$ cat src/rtl/draw_text_box.sv
// Character text box overlay: composites COLS x ROWS glyphs from an external font ROM onto a video stream.
// Optional 1-pixel outline around the box: define DRAW_TEXT_BOX_BORDER_EN.
module draw_text_box #(
    parameter int          XPOS         = 490,
    parameter int          YPOS         = 600,
    parameter int          COLS         = 5,
    parameter int          ROWS         = 1,
    parameter logic [11:0] FG_COLOR     = 12'h333,
    parameter logic [11:0] BG_COLOR     = 12'heee,
    parameter int          ROM_LAT      = 2,
    parameter int          BLINK_FRAMES = 30
) (
    input  logic        pclk,
    input  logic        rst,
    input  logic [10:0] hcount_in,
    input  logic [10:0] vcount_in,
    input  logic        hsync_in,
    input  logic        hblnk_in,
    input  logic        vsync_in,
    input  logic        vblnk_in,
    input  logic [11:0] rgb_in,
    input  logic [1:0]  mode,
    input  logic [7:0]  char_pixels,
    output logic [7:0]  char_xy,
    output logic [3:0]  char_line,
    output logic [10:0] hcount_out,
    output logic [10:0] vcount_out,
    output logic        hsync_out,
    output logic        hblnk_out,
    output logic        vsync_out,
    output logic        vblnk_out,
    output logic [11:0] rgb_out
);

    localparam logic [10:0] X_LO       = 11'(XPOS);
    localparam logic [10:0] X_HI       = 11'(XPOS + 8 * COLS);
    localparam logic [10:0] Y_LO       = 11'(YPOS);
    localparam logic [10:0] Y_HI       = 11'(YPOS + 16 * ROWS);
    localparam logic [7:0]  BLINK_LAST = 8'(BLINK_FRAMES - 1);

    localparam logic [2:0] S_OFF       = 3'd0;
    localparam logic [2:0] S_SHOW      = 3'd1;
    localparam logic [2:0] S_INVERSE   = 3'd2;
    localparam logic [2:0] S_BLINK_ON  = 3'd3;
    localparam logic [2:0] S_BLINK_OFF = 3'd4;

    typedef struct packed {
        logic [10:0] hcount;
        logic [10:0] vcount;
        logic        hsync;
        logic        hblnk;
        logic        vsync;
        logic        vblnk;
        logic [11:0] rgb;
        logic        in_box;
        logic [2:0]  idx;
        logic        on_border;
    } stage_t;

    // Box-relative offsets; widths cover the largest legal box (128 x 256 px).
    logic [6:0] w_hrel;
    logic [7:0] w_vrel;
    logic       w_in_box;
    logic       w_border;

    assign w_hrel    = 7'(hcount_in - X_LO);
    assign w_vrel    = 8'(vcount_in - Y_LO);
    assign char_xy   = {w_vrel[7:4], w_hrel[6:3]};
    assign char_line = w_vrel[3:0];
    assign w_in_box  = (hcount_in >= X_LO) && (hcount_in < X_HI) &&
                       (vcount_in >= Y_LO) && (vcount_in < Y_HI);

`ifdef DRAW_TEXT_BOX_BORDER_EN
    assign w_border = (w_hrel == 7'd0) || (w_hrel == 7'(8 * COLS - 1)) ||
                      (w_vrel == 8'd0) || (w_vrel == 8'(16 * ROWS - 1));
`else
    assign w_border = 1'b0;
`endif

    stage_t w_cur;
    stage_t w_last;

    assign w_cur = '{hcount: hcount_in, vcount: vcount_in, hsync: hsync_in, hblnk: hblnk_in,
                     vsync: vsync_in, vblnk: vblnk_in, rgb: rgb_in, in_box: w_in_box,
                     idx: w_hrel[2:0], on_border: w_border};

    // Pixel context waits here while the font ROM fetches the matching glyph row.
    if (ROM_LAT == 0) begin : g_no_pipe
        assign w_last = w_cur;
    end else begin : g_pipe
        stage_t r_pipe [ROM_LAT];

        // NOTE: the delay line is reset (unlike a RAM) so every output reads zero while rst is high.
        always_ff @(posedge pclk or posedge rst) begin
            if (rst) begin
                for (int k = 0; k < ROM_LAT; k++) r_pipe[k] <= '0;
            end else begin
                // NOTE: non-blocking so each stage takes the previous stage's old value.
                r_pipe[0] <= w_cur;
                for (int k = 1; k < ROM_LAT; k++) r_pipe[k] <= r_pipe[k-1];
            end
        end

        assign w_last = r_pipe[ROM_LAT-1];
    end

    logic [2:0] r_state;
    logic [7:0] r_frame_cnt;
    logic       r_vsync_prev;
    logic       w_frame_start;
    logic       w_blinking;

    assign w_frame_start = vsync_in & ~r_vsync_prev;
    assign w_blinking    = (r_state == S_BLINK_ON) || (r_state == S_BLINK_OFF);

    // Display state only moves at frame start so a mode change never tears the picture.
    always_ff @(posedge pclk or posedge rst) begin
        if (rst) begin
            r_state      <= S_OFF;
            r_frame_cnt  <= '0;
            r_vsync_prev <= 1'b0;
        end else begin
            r_vsync_prev <= vsync_in;
            if (w_frame_start) begin
                case (mode)
                    2'b00: begin
                        r_state     <= S_OFF;
                        r_frame_cnt <= '0;
                    end
                    2'b01: begin
                        r_state     <= S_SHOW;
                        r_frame_cnt <= '0;
                    end
                    2'b11: begin
                        r_state     <= S_INVERSE;
                        r_frame_cnt <= '0;
                    end
                    default: begin
                        if (!w_blinking) begin
                            r_state     <= S_BLINK_ON;
                            r_frame_cnt <= '0;
                        end else if (r_frame_cnt == BLINK_LAST) begin
                            r_frame_cnt <= '0;
                            r_state     <= (r_state == S_BLINK_ON) ? S_BLINK_OFF : S_BLINK_ON;
                        end else begin
                            r_frame_cnt <= r_frame_cnt + 8'd1;
                        end
                    end
                endcase
            end
        end
    end

    logic        w_lit;
    logic [11:0] w_rgb;

    // NOTE: every always_comb output gets a default first so no latch is inferred.
    always_comb begin
        w_lit = char_pixels[3'd7 - w_last.idx] | w_last.on_border;
        w_rgb = w_last.rgb;
        if (w_last.in_box) begin
            case (r_state)
                S_SHOW, S_BLINK_ON: w_rgb = w_lit ? FG_COLOR : BG_COLOR;
                S_INVERSE:          w_rgb = w_lit ? BG_COLOR : FG_COLOR;
                default:            w_rgb = w_last.rgb;
            endcase
        end
    end

    always_ff @(posedge pclk or posedge rst) begin
        if (rst) begin
            hcount_out <= '0;
            vcount_out <= '0;
            hsync_out  <= 1'b0;
            hblnk_out  <= 1'b0;
            vsync_out  <= 1'b0;
            vblnk_out  <= 1'b0;
            rgb_out    <= '0;
        end else begin
            hcount_out <= w_last.hcount;
            vcount_out <= w_last.vcount;
            hsync_out  <= w_last.hsync;
            hblnk_out  <= w_last.hblnk;
            vsync_out  <= w_last.vsync;
            vblnk_out  <= w_last.vblnk;
            rgb_out    <= w_rgb;
        end
    end

endmodule
$ cat config.mk
export PLATFORM = sky130hd
export DESIGN_NAME = draw_text_box
export DESIGN_NICKNAME = d
export VERILOG_FILES = /design/src/rtl/draw_text_box.sv
export SDC_FILE = /design/constraint.sdc
export NUM_CORES = 1
export LEC_CHECK = 0
export ABC_AREA = 1
export ABC_CLOCK_PERIOD_IN_PS = 8100
export BUFFER_PORTS_ARGS = -buffer_cell sky130_fd_sc_hd__buf_2
export CAP_MARGIN = 20
export CORE_ASPECT_RATIO = 1.75
export CORE_UTILIZATION = 54
export CTS_CLUSTER_DIAMETER = 40
export DETAILED_ROUTE_END_ITERATION = 7
export HOLD_SLACK_MARGIN = 0.15
export PLACE_DENSITY = 0.8
export SYNTH_ARGS = -nofsm -noshare
export SYNTH_HDL_FRONTEND = slang
export SYNTH_SLANG_ARGS = --single-unit
$ cat constraint.sdc
create_clock -name pclk -period 8.1 [get_ports pclk]
set_input_delay 1.62 -clock pclk [delete_from_list [all_inputs] [get_ports pclk]]
set_output_delay 1.62 -clock pclk [all_outputs]
set_load 0.03 [all_outputs]
# ---- Yosys cells after proc, flatten, opt, wreduce, memory -nomap -nowiden
# Cells that the tools add are included.
dict set report classes {
  n_addsub 4
  magnitude_cmp 5
  n_eq_ne 8
  muxes 13
  n_bitwise 2
  n_reduce_logical 8
}
# operator count
set op_table {}
lappend op_table {{12-bit two-way mux} 3}
lappend op_table {{8-bit two-way mux} 3}
lappend op_table {{12-bit one-hot mux with 2 select lines} 1}
lappend op_table {{11-bit by 10-bit < comparator with 1-bit output, second input constant} 2}
lappend op_table {{11-bit by 10-bit greater-or-equal comparator with 1-bit output, second input constant} 1}
lappend op_table {{11-bit by 9-bit greater-or-equal comparator with 1-bit output, second input constant} 1}
lappend op_table {{3-bit two-way mux} 3}
lappend op_table {{3-bit one-hot mux with 3 select lines} 1}
lappend op_table {{8-bit by 1-bit adder with 8-bit output, second input constant} 1}
lappend op_table {{8-bit by 5-bit equality test with 1-bit output, second input constant} 1}
lappend op_table {{8-bit by 7-bit subtractor with 8-bit output, second input constant} 1}
lappend op_table {{7-bit subtractor, second input constant} 1}
lappend op_table {{3-bit by 2-bit equality test with 1-bit output, second input constant} 2}
lappend op_table {{5-bit by 1-bit inequality test with 1-bit output, second input constant} 1}
lappend op_table {{3-bit by 4-bit < comparator with 1-bit output, second input constant} 1}
lappend op_table {{1-bit binary-select mux with 3-bit select} 1}
lappend op_table {{3-bit by 1-bit equality test with 1-bit output, second input constant} 1}
lappend op_table {{3-bit equality test, second input constant} 1}
lappend op_table {{1-bit logical AND} 3}
lappend op_table {{3-bit OR reduction} 1}
lappend op_table {{3-bit subtractor, first input constant} 1}
lappend op_table {{2-bit by 1-bit equality test with 1-bit output, second input constant} 1}
lappend op_table {{2-bit equality test, second input constant} 1}
lappend op_table {{2-bit zero test} 1}
lappend op_table {{6 further kinds} 6}
dict set report word_totals {
  regBits 133
  in_bits 50
  elab_cells 67
}

# ---- Depth between registers and ports, before layout
# Gate-level depths: netlist of the first run.
dict set report depth {
  ltp_word 6
  depth_mapped 9
}

# ---- Least setup slack after synthesis of the first run
# OpenSTA, ideal clock, no wires.
dict set report synth_path {
  kind {in2out}
  from {input hcount_in[1]}
  to {output char_xy[2]}
  t_arrival_ns 2.594
  t_required_ns 6.480
  setup_slack_ns 3.886
  stages 5
  cell_sequence {inv_1 > ha_1 > nor2_1 > nor2_1 > xnor2_1}
}
dict set report synth_via {
  elab_chain_cells 1
}
# item line_no
set synth_lines {}
lappend synth_lines {{start: declaration} 15} ;# input logic [10:0] hcount_in,
lappend synth_lines {{7-bit subtractor} 66} ;# assign w_hrel = 7'(hcount_in - X_LO);
lappend synth_lines {{end: declaration} 24} ;# output logic [7:0] char_xy,
# No other way between the ends.

# ---- Worst setup path after layout of the first run
# Same ends and word-level chain as after synthesis.

==> flow_summary.html, run 1 <==
<table>
<tr><th>Metric</th><th>Value</th></tr>
<tr><th colspan="2">Clocking</th></tr>
<tr><td>Max Buffers Root-to-Sink</td><td>2</td></tr>
<tr><td>Number of clock sinks</td><td>between 100 and 150</td></tr>
<tr><td>Worst-path clk slew</td><td>roughly 0.050 ns</td></tr>
<tr><td>Library cell used as clock root buffer</td><td>clkbuf_16</td></tr>
<tr><td>Clk_lat worst skew</td><td>around 0.40 ns</td></tr>
<tr><td>Hold buffers post-CTS</td><td>0</td></tr>
<tr><td>Number of buffers inserted by post-CTS setup repair</td><td>0</td></tr>
<tr><td>CTS HTree Levels</td><td>4</td></tr>
<tr><td>Cts repair resizes</td><td>0</td></tr>
<tr><td>Number of buffers added by the clock tree synthesis step</td><td>17</td></tr>
<tr><td>Clock tree from TritonCTS</td><td>done</td></tr>
<tr><th colspan="2">Floorplan</th></tr>
<tr><td>Io pins</td><td>100</td></tr>
<tr><td>Initial standard-cell utilization of the core</td><td>between 50% and 60%</td></tr>
<tr><td>Core Box Area</td><td>between 7000 and 8000 sq um</td></tr>
<tr><td>Number of rows created at floorplan</td><td>42</td></tr>
<tr><td>Width of the chip</td><td>about 70 um</td></tr>
<tr><td>Total Die Area</td><td>around 8200 sq um</td></tr>
<tr><td>Die outline height</td><td>around 120 um</td></tr>
<tr><th colspan="2">Critical path</th></tr>
<tr><td>Worst-path cell chain</td><td>buf_2 &gt; inv_1 &gt; ha_1 &gt; nor2_1 &gt; nor2_1 &gt; xnor2_1 &gt; buf_2</td></tr>
<tr><td>CP max FO</td><td>4</td></tr>
<tr><td>Cell depth of the worst flop-to-flop path</td><td>9</td></tr>
<tr><td>CP Capture Type</td><td>output pin</td></tr>
<tr><td>Required time at the worst-slack endpoint</td><td>~6.5 ns</td></tr>
<tr><td>Critical Setup Path Class</td><td>in2out</td></tr>
<tr><td>CP max-delay cell</td><td>ha_1</td></tr>
<tr><td>Launch instance of the worst register-to-register path</td><td>r_frame_cnt[1]</td></tr>
<tr><td>CP peak stage delay</td><td>between 0.2 and 0.25 ns</td></tr>
<tr><td>Crit start category</td><td>primary input</td></tr>
<tr><td>Combined buffer and inverter count along the critical path</td><td>3</td></tr>
<tr><td>Worst path arrival time</td><td>around 2.7 ns</td></tr>
<tr><td>Critical R2R Capture</td><td>r_state[2]</td></tr>
<tr><td>Top delay family on crit path</td><td>buffers and inverters</td></tr>
<tr><td>Register-to-register setup slack</td><td>between 6 and 7 ns</td></tr>
<tr><th colspan="2">Place</th></tr>
<tr><td>Port-buffer cells</td><td>between 90 and 100</td></tr>
<tr><td>Gpl congestion</td><td>approximately 0.72</td></tr>
<tr><td>Dpl hpwl</td><td>4520 um</td></tr>
<tr><th colspan="2">Logic synthesis</th></tr>
<tr><td>Post-synthesis adder-cell area fraction</td><td>about 1.5%</td></tr>
<tr><td>Compound-gate portion of the synthesized area</td><td>just over 2%</td></tr>
<tr><td>Avg Synthesized Cell Area</td><td>13.6 sq um</td></tr>
<tr><td>Synthesized-area fraction occupied by and/or/nand/nor cells</td><td>between 10% and 20%</td></tr>
<tr><td>Net count of the mapped netlist</td><td>365</td></tr>
<tr><td>Dominant combinational cell family by area after synthesis</td><td>simple AND/OR/NAND/NOR gates</td></tr>
<tr><td>Proportion of netlist area held by the largest area contributor</td><td>77.8%</td></tr>
<tr><td>Post-synthesis cell type with the largest combined area</td><td>dfrtp_1</td></tr>
<tr><td>Share of flip-flops with an asynchronous set or reset</td><td>100%</td></tr>
<tr><td>Top post-synthesis cells by area</td><td>dfrtp_1, nand2_1, inv_1</td></tr>
<tr><td>Sequential-to-total area share from yosys stat</td><td>around 80%</td></tr>
<tr><td>Synth warn</td><td>0</td></tr>
<tr><td>Xor and xnor area share after synthesis</td><td>under 10%</td></tr>
<tr><td>Multiplexer fraction of the synthesized cell area</td><td>0%</td></tr>
<tr><td>Post-synthesis sequential element count</td><td>roughly 130</td></tr>
<tr><td>Netlist cell types</td><td>28</td></tr>
<tr><td>Synthesized area</td><td>between 4000 and 5000 sq um</td></tr>
<tr><td>Post-synth EDFFs</td><td>0</td></tr>
<tr><td>Gate count after technology mapping</td><td>between 300 and 400</td></tr>
<tr><td>Primary flip-flop cell chosen by synthesis mapping</td><td>dfrtp_1</td></tr>
<tr><th colspan="2">Final layout</th></tr>
<tr><td>Inserted Diodes</td><td>0</td></tr>
<tr><td>Share of layout cells above drive strength 1</td><td>a little over a third</td></tr>
<tr><td>Final nets</td><td>between 400 and 500</td></tr>
<tr><td>Area growth from synthesis to final layout</td><td>30.5%</td></tr>
<tr><td>Final standard cell utilization of the core</td><td>just over 70%</td></tr>
<tr><th colspan="2">Timing</th></tr>
<tr><td>Total Neg Setup Slack</td><td>0 ns</td></tr>
<tr><td>Number of failing setup endpoints in the final timing report</td><td>0</td></tr>
<tr><td>Worst Max-Slew Pin Slew</td><td>0.525 ns</td></tr>
<tr><td>Final worst-path cycle share</td><td>between 50% and 60%</td></tr>
<tr><td>Final Hold Violating Endpoints</td><td>0</td></tr>
<tr><td>Max Clock Freq</td><td>between 200 and 250 MHz</td></tr>
<tr><td>Final critical-path required period</td><td>4.30 ns</td></tr>
<tr><td>RSZ-0062 raised after global routing</td><td>false</td></tr>
<tr><td>Post-Route Skew</td><td>approximately 0.0056 ns</td></tr>
<tr><td>Max-slew headroom at the worst pin</td><td>around 65%</td></tr>
<tr><td>Max-slew violations</td><td>0</td></tr>
<tr><th colspan="2">Worst hold path</th></tr>
<tr><td>Class of the most critical hold timing path</td><td>reg2reg</td></tr>
<tr><td>Endpoint, Worst Hold</td><td>g_pipe.r_pipe[16]</td></tr>
<tr><td>Hold Crit Depth</td><td>0</td></tr>
<tr><td>Worst Hold Launch</td><td>g_pipe.r_pipe[59]</td></tr>
<tr><th colspan="2">Routing</th></tr>
<tr><td>Detailed-route via count</td><td>between 2,000 and 2,500</td></tr>
<tr><td>Routed wire length</td><td>~6800 um</td></tr>
<tr><td>DRC violation total after the first TritonRoute iteration</td><td>between 100 and 150</td></tr>
<tr><td>Detail-routed via count per cell</td><td>between 4 and 5</td></tr>
<tr><td>Router iterations before antenna repair</td><td>4</td></tr>
<tr><td>Antenna Nets Post-Route</td><td>0</td></tr>
<tr><td>Routed length per instance</td><td>about 13 um</td></tr>
<tr><td>Total DRC errors in the routed layout</td><td>0</td></tr>
<tr><th colspan="2">Global routing</th></tr>
<tr><td>Total routing resource utilization after global routing</td><td>between 10% and 20%</td></tr>
<tr><td>Global-route congestion overflow total</td><td>0</td></tr>
<tr><td>Via count of the first global-routing pass</td><td>about 2,600</td></tr>
<tr><td>Largest net degree at the start of global routing</td><td>between 100 and 150</td></tr>
<tr><td>Wire length of the first global-routing pass</td><td>11,000 um</td></tr>
<tr><td>Antenna violations before repair</td><td>0</td></tr>
<tr><th colspan="2">Power and ir drop</th></tr>
<tr><td>Maximum VDD drop</td><td>between 0.0002 and 0.0003 V</td></tr>
<tr><td>Total power</td><td>around 1600 uW</td></tr>
<tr><td>Power density over the cells</td><td>300 nW/um^2</td></tr>
<tr><td>Leak pwr</td><td>0.00282 uW</td></tr>
<tr><th colspan="2">Status</th></tr>
<tr><td>Run status</td><td>finished clean</td></tr>
<tr><th colspan="2">Flow run</th></tr>
<tr><td>Max-cap violations</td><td>0</td></tr>
</table>
[cell usage after synthesis, drive strengths merged, types with 3 or more instances]
cell type / count
dfrtp: 131
nand2: 55
inv: 40
nor2: 21
nand3: 17
o21ai: 9
ha: 5
nand4: 5
xnor2: 5
xor2: 5
nor3: 4
or2: 4
a21oi: 3
buf: 3
[flip-flops by register name, summed over array words and instances (netlist names), 3 cells and up]
signal         cells
g_pipe.r_pipe     81
hcount_out        11
r_frame_cnt        8
r_state            3
rgb_out           12
vcount_out        11
[cell families (layout without fill, tap and decap cells)]
logic type	Yosys count	count (layout)
flops	131	131
compound gates	15	15
xor+xnor	10	10
fa+ha+maj	5	5
buf+inv	43	171
simple gates	106	106
[per-stage QoR]
step | hold slack [ns] | cells | setup slack (ns) | cell area, sq um
global route | 0.348 | 526 | 3.75 | 5500
global placement | 0.331 | 494 | 3.89 | 4800
detailed placement | 0.335 | 494 | 3.85 | 4800
floorplan | 0.331 | 310 | 2.98 | 4210
CTS | 0.344 | 525 | 3.80 | 5470
finish | 0.342 | 526 | 3.80 | 5500
[final cells by class]
cell class / instances / area, sq um
clock inverter: 8 / 171
inverter: 40 / 158
fill: 525 / 2070
clock buffer: 23 / 498
sequential: 131 / 3280
multi-input combinational: 136 / 758
timing repair buffer: 100 / 523
tap: 88 / 110
[placed cells by master (no fill, tap or decap), drive strengths merged, types with 3 or more instances in the layout]
cell,instances
o21ai,9
nand4,5
ha,5
nand2,55
nand3,17
xor2,5
or2,4
xnor2,5
buf,100
inv,40
clkbuf,23
bufinv,5
nor2,21
dfrtp,131
nor3,4
a21oi,3
[metal layers]
layer	share of wire [%]	wire (um)	track usage (%)
met5	0	0	0
met4	2.2	146	11.2
met3	5.4	365	6.70
met2	56	3760	32.2
met1	37	2490	19.9
[worst max path at each step]
stage                 start                 to  depth (start not counted)
6_report       hcount_in[1]         char_xy[2]                          7
5_1_grt        vcount_in[3]         char_xy[7]                          5
4_1_cts        hcount_in[1]         char_xy[2]                          7
3_5_place_dp   hcount_in[1]         char_xy[2]                          7
3_3_place_gp   vcount_in[3]         char_xy[7]                          5
2_1_floorplan           rst  g_pipe.r_pipe[10]                          1
[report_power, final]
part	leakage [uW]	switching, uW	internal (uW)	total, uW
clock network	0.000325	252	585	837
registers	0.00155	12.1	688	700
logic	0.000939	77.0	34.0	111
total	0.00282	341	1310	1650
No activity file was read; power rests on OpenSTA's default activity.
==> run 2, diff against run 1 <==
ABC_CLOCK_PERIOD_IN_PS = 3800   (was 8100)
CORE_UTILIZATION = 47   (was 54)
PLACE_DENSITY = 0.74   (was 0.8)
clock period = 3.8 ns   (was 8.1 ns; I/O delays follow)
==> run 2 against run 1 <==
Critical endpoint is now char_xy[7]. Clock skew decreased by 0.00072 ns. Critical path type unchanged. Register-to-register slack got worse by 4.3 ns. Largest cell class unchanged. Sequential power increased by 110%. Setup slack got worse by 2.5 ns. Utilization decreased by 9.4 points.
==> flow_summary.html, run 2 (synthesis results as in run 1) <==
<table>
<tr><th>Metric</th><th>Value</th></tr>
<tr><th colspan="2">Status</th></tr>
<tr><td>Run status</td><td>finished clean</td></tr>
<tr><th colspan="2">Final layout</th></tr>
<tr><td>Area of the multi-input gates</td><td>758 sq um</td></tr>
<tr><td>Final cell area excluding filler cells</td><td>5490 sq um</td></tr>
<tr><td>Most common cell after layout, fill and taps aside</td><td>dfrtp_1</td></tr>
<tr><td>Area growth from synthesis to final layout</td><td>30.3%</td></tr>
<tr><td>Number of flip-flops in the largest register</td><td>around 80</td></tr>
<tr><td>Share of layout cells above drive strength 1</td><td>35.1%</td></tr>
<tr><td>Non-filler instance count after layout</td><td>~560</td></tr>
<tr><td>Regs by FF count</td><td>g_pipe.r_pipe: 81 flops, rgb_out: 12 flops</td></tr>
<tr><td>Top register by number of flip-flops</td><td>g_pipe.r_pipe</td></tr>
<tr><td>Final nets</td><td>481</td></tr>
<tr><td>Top library cells by usage in the layout, fill and taps aside</td><td>dfrtp_1, buf_2, nand2_1</td></tr>
<tr><td>Reg area</td><td>roughly 3300 sq um</td></tr>
<tr><td>Inserted Diodes</td><td>0</td></tr>
<tr><td>Fill count</td><td>around 680</td></tr>
<tr><th colspan="2">Critical path</th></tr>
<tr><td>Worst path arrival time</td><td>~1.8 ns</td></tr>
<tr><td>Critical Setup Path Class</td><td>in2out</td></tr>
<tr><td>Required time at the worst-slack endpoint</td><td>between 3 and 4 ns</td></tr>
<tr><td>CP Capture Type</td><td>output pin</td></tr>
<tr><td>CP max FO</td><td>4</td></tr>
<tr><td>Crit start category</td><td>primary input</td></tr>
<tr><th colspan="2">Timing</th></tr>
<tr><td>Max-slew violations</td><td>0</td></tr>
<tr><td>RSZ-0062 raised after global routing</td><td>false</td></tr>
<tr><td>Final worst-path cycle share</td><td>around 66%</td></tr>
<tr><td>Max-slew headroom at the worst pin</td><td>58.3%</td></tr>
<tr><td>Post-Route Skew</td><td>about 0.005 ns</td></tr>
<tr><td>Total Neg Setup Slack</td><td>0 ns</td></tr>
<tr><td>Number of failing setup endpoints in the final timing report</td><td>0</td></tr>
<tr><td>Final-layout worst hold slack</td><td>between 0.3 and 0.4 ns</td></tr>
<tr><td>Worst Max-Slew Pin Slew</td><td>around 0.63 ns</td></tr>
<tr><td>Max Clock Freq</td><td>~400 MHz</td></tr>
<tr><td>Final critical-path required period</td><td>roughly 2.5 ns</td></tr>
<tr><td>Final Hold Violating Endpoints</td><td>0</td></tr>
<tr><th colspan="2">Floorplan</th></tr>
<tr><td>Number of rows created at floorplan</td><td>45</td></tr>
<tr><td>Total Die Area</td><td>a little over 9000 sq um</td></tr>
<tr><td>Die outline height</td><td>~130 um</td></tr>
<tr><td>Initial standard-cell utilization of the core</td><td>between 40% and 50%</td></tr>
<tr><td>Io pins</td><td>100</td></tr>
<tr><td>Core Box Area</td><td>8670 sq um</td></tr>
<tr><td>Width of the chip</td><td>between 70 and 80 um</td></tr>
<tr><th colspan="2">Place</th></tr>
<tr><td>Port-buffer cells</td><td>about 100</td></tr>
<tr><td>Dpl hpwl</td><td>around 4900 um</td></tr>
<tr><td>Post-Place Cell Area</td><td>4850 sq um</td></tr>
<tr><td>Total instance count after detailed placement</td><td>between 500 and 600</td></tr>
<tr><td>Gpl congestion</td><td>0.742</td></tr>
<tr><th colspan="2">Power and ir drop</th></tr>
<tr><td>Net switching power figure</td><td>around 780 uW</td></tr>
<tr><td>Sequential power share</td><td>43.7%</td></tr>
<tr><td>Pint</td><td>between 2000 and 3000 uW</td></tr>
<tr><td>Power share of the clock group</td><td>between 40% and 50%</td></tr>
<tr><td>Logic pwr share</td><td>6.9%</td></tr>
<tr><td>Maximum VDD drop</td><td>roughly 0.00047 V</td></tr>
<tr><td>Power density over the cells</td><td>623 nW/um^2</td></tr>
<tr><td>Leak pwr</td><td>between 0.002 and 0.003 uW</td></tr>
<tr><td>Switching portion of total power</td><td>22.8%</td></tr>
<tr><th colspan="2">Routing</th></tr>
<tr><td>Detail-routed via count per cell</td><td>between 4 and 5</td></tr>
<tr><td>Detailed-route via count</td><td>2,539</td></tr>
<tr><td>DRC violation total after the first TritonRoute iteration</td><td>130</td></tr>
<tr><td>Routed length per instance</td><td>12.7 um</td></tr>
<tr><td>Antenna Nets Post-Route</td><td>0</td></tr>
<tr><td>Router iterations before antenna repair</td><td>4</td></tr>
<tr><td>Total DRC errors in the routed layout</td><td>0</td></tr>
<tr><td>Routed wire length</td><td>approximately 7000 um</td></tr>
<tr><th colspan="2">Global routing</th></tr>
<tr><td>Largest net degree at the start of global routing</td><td>between 100 and 150</td></tr>
<tr><td>Wire length of the first global-routing pass</td><td>around 11,000 um</td></tr>
<tr><td>Via count of the first global-routing pass</td><td>2,560</td></tr>
<tr><td>Global-route congestion overflow total</td><td>0</td></tr>
<tr><td>Total routing resource utilization after global routing</td><td>approximately 17%</td></tr>
<tr><td>Antenna violations before repair</td><td>0</td></tr>
<tr><th colspan="2">Clocking</th></tr>
<tr><td>Number of clock sinks</td><td>approximately 130</td></tr>
<tr><td>Library cell used as clock root buffer</td><td>clkbuf_16</td></tr>
<tr><td>Clk_lat worst skew</td><td>between 0.4 and 0.5 ns</td></tr>
<tr><td>Worst-path clk slew</td><td>0.05 ns</td></tr>
<tr><td>Max Buffers Root-to-Sink</td><td>2</td></tr>
<tr><td>Clock tree from TritonCTS</td><td>done</td></tr>
<tr><td>Number of buffers added by the clock tree synthesis step</td><td>17</td></tr>
<tr><td>Cts repair resizes</td><td>0</td></tr>
<tr><td>CTS HTree Levels</td><td>4</td></tr>
<tr><td>Number of buffers inserted by post-CTS setup repair</td><td>0</td></tr>
<tr><td>Hold buffers post-CTS</td><td>0</td></tr>
<tr><th colspan="2">Flow run</th></tr>
<tr><td>Max-cap violations</td><td>0</td></tr>
<tr><th colspan="2">Worst hold path</th></tr>
<tr><td>Class of the most critical hold timing path</td><td>reg2reg</td></tr>
</table>
[run 2: changes by cell type in the layout (fill, tap and decap cells not counted)]
cell	before	now
clkbuf_1	1	0
clkinvlp_4	1	3
clkbuf_8	5	0
clkinv_4	1	5
buf_12	0	1
clkinv_2	1	2
bufinv_16	5	4
inv_6	1	2
buf_16	1	0
[run 2: power by group through the flow]
stage                     logic [uW]  clock network, uW  registers [uW]
final                            235               1690            1490
after global routing             259               1780            1500
after CTS                        240               1720            1490
after detailed placement         239                  0            1520
after global placement           232                  0            1510
after floorplan                  111                  0            1550
[run 2: layout make-up]
| class | count | share of cell area (%) |
|---|---|---|
| sequential | 131 | 59.7 |
| multi-input combinational | 136 | 13.8 |
| timing repair buffer | 100 | 9.40 |
| clock buffer | 17 | 7.75 |
| clock inverter | 15 | 3.76 |
| inverter | 40 | 2.85 |
| tap | 117 | 2.67 |
[run 2: path summary, 6_finish.rpt]
check | from | endpoint | slack, ns | cells after the start
max | vcount_in[3] | char_xy[7] | 1.29 | 5
min | g_pipe.r_pipe[35] | hcount_out[3] | 0.34 | 0
min in group asynchronous | rst | g_pipe.r_pipe[68] | 0.56 | 3
min reg2reg | g_pipe.r_pipe[35] | hcount_out[3] | 0.34 | 0
max reg2reg | r_frame_cnt[1] | r_state[0] | 2.46 | 9
max in group asynchronous | rst | g_pipe.r_pipe[80] | 2.81 | 3
[run 2: routing by layer]
layer,share of wire [%],global-route usage (%),vias up
met1,36,17.5,1255
met5,0,0,-
met2,57,29.8,76
met3,4.9,7.33,12
met4,2.4,8.26,0
li1,-,-,1196
[run 2: worst max-delay path, stage by stage]
cell	delay (ns)
buf_2	0.12
ha_1	0.22
o21ai_0	0.26
xor2_1	0.17
buf_2	0.21
[run 2: per-stage QoR]
step	utilization (%)	power, uW	setup slack, ns
global placement	56.0	1740	1.31
floorplan	-	1660	1.31
CTS	63.3	3450	1.27
global route	63.3	3540	1.16
detailed placement	56.0	1760	1.27
finish	63.3	3420	1.29
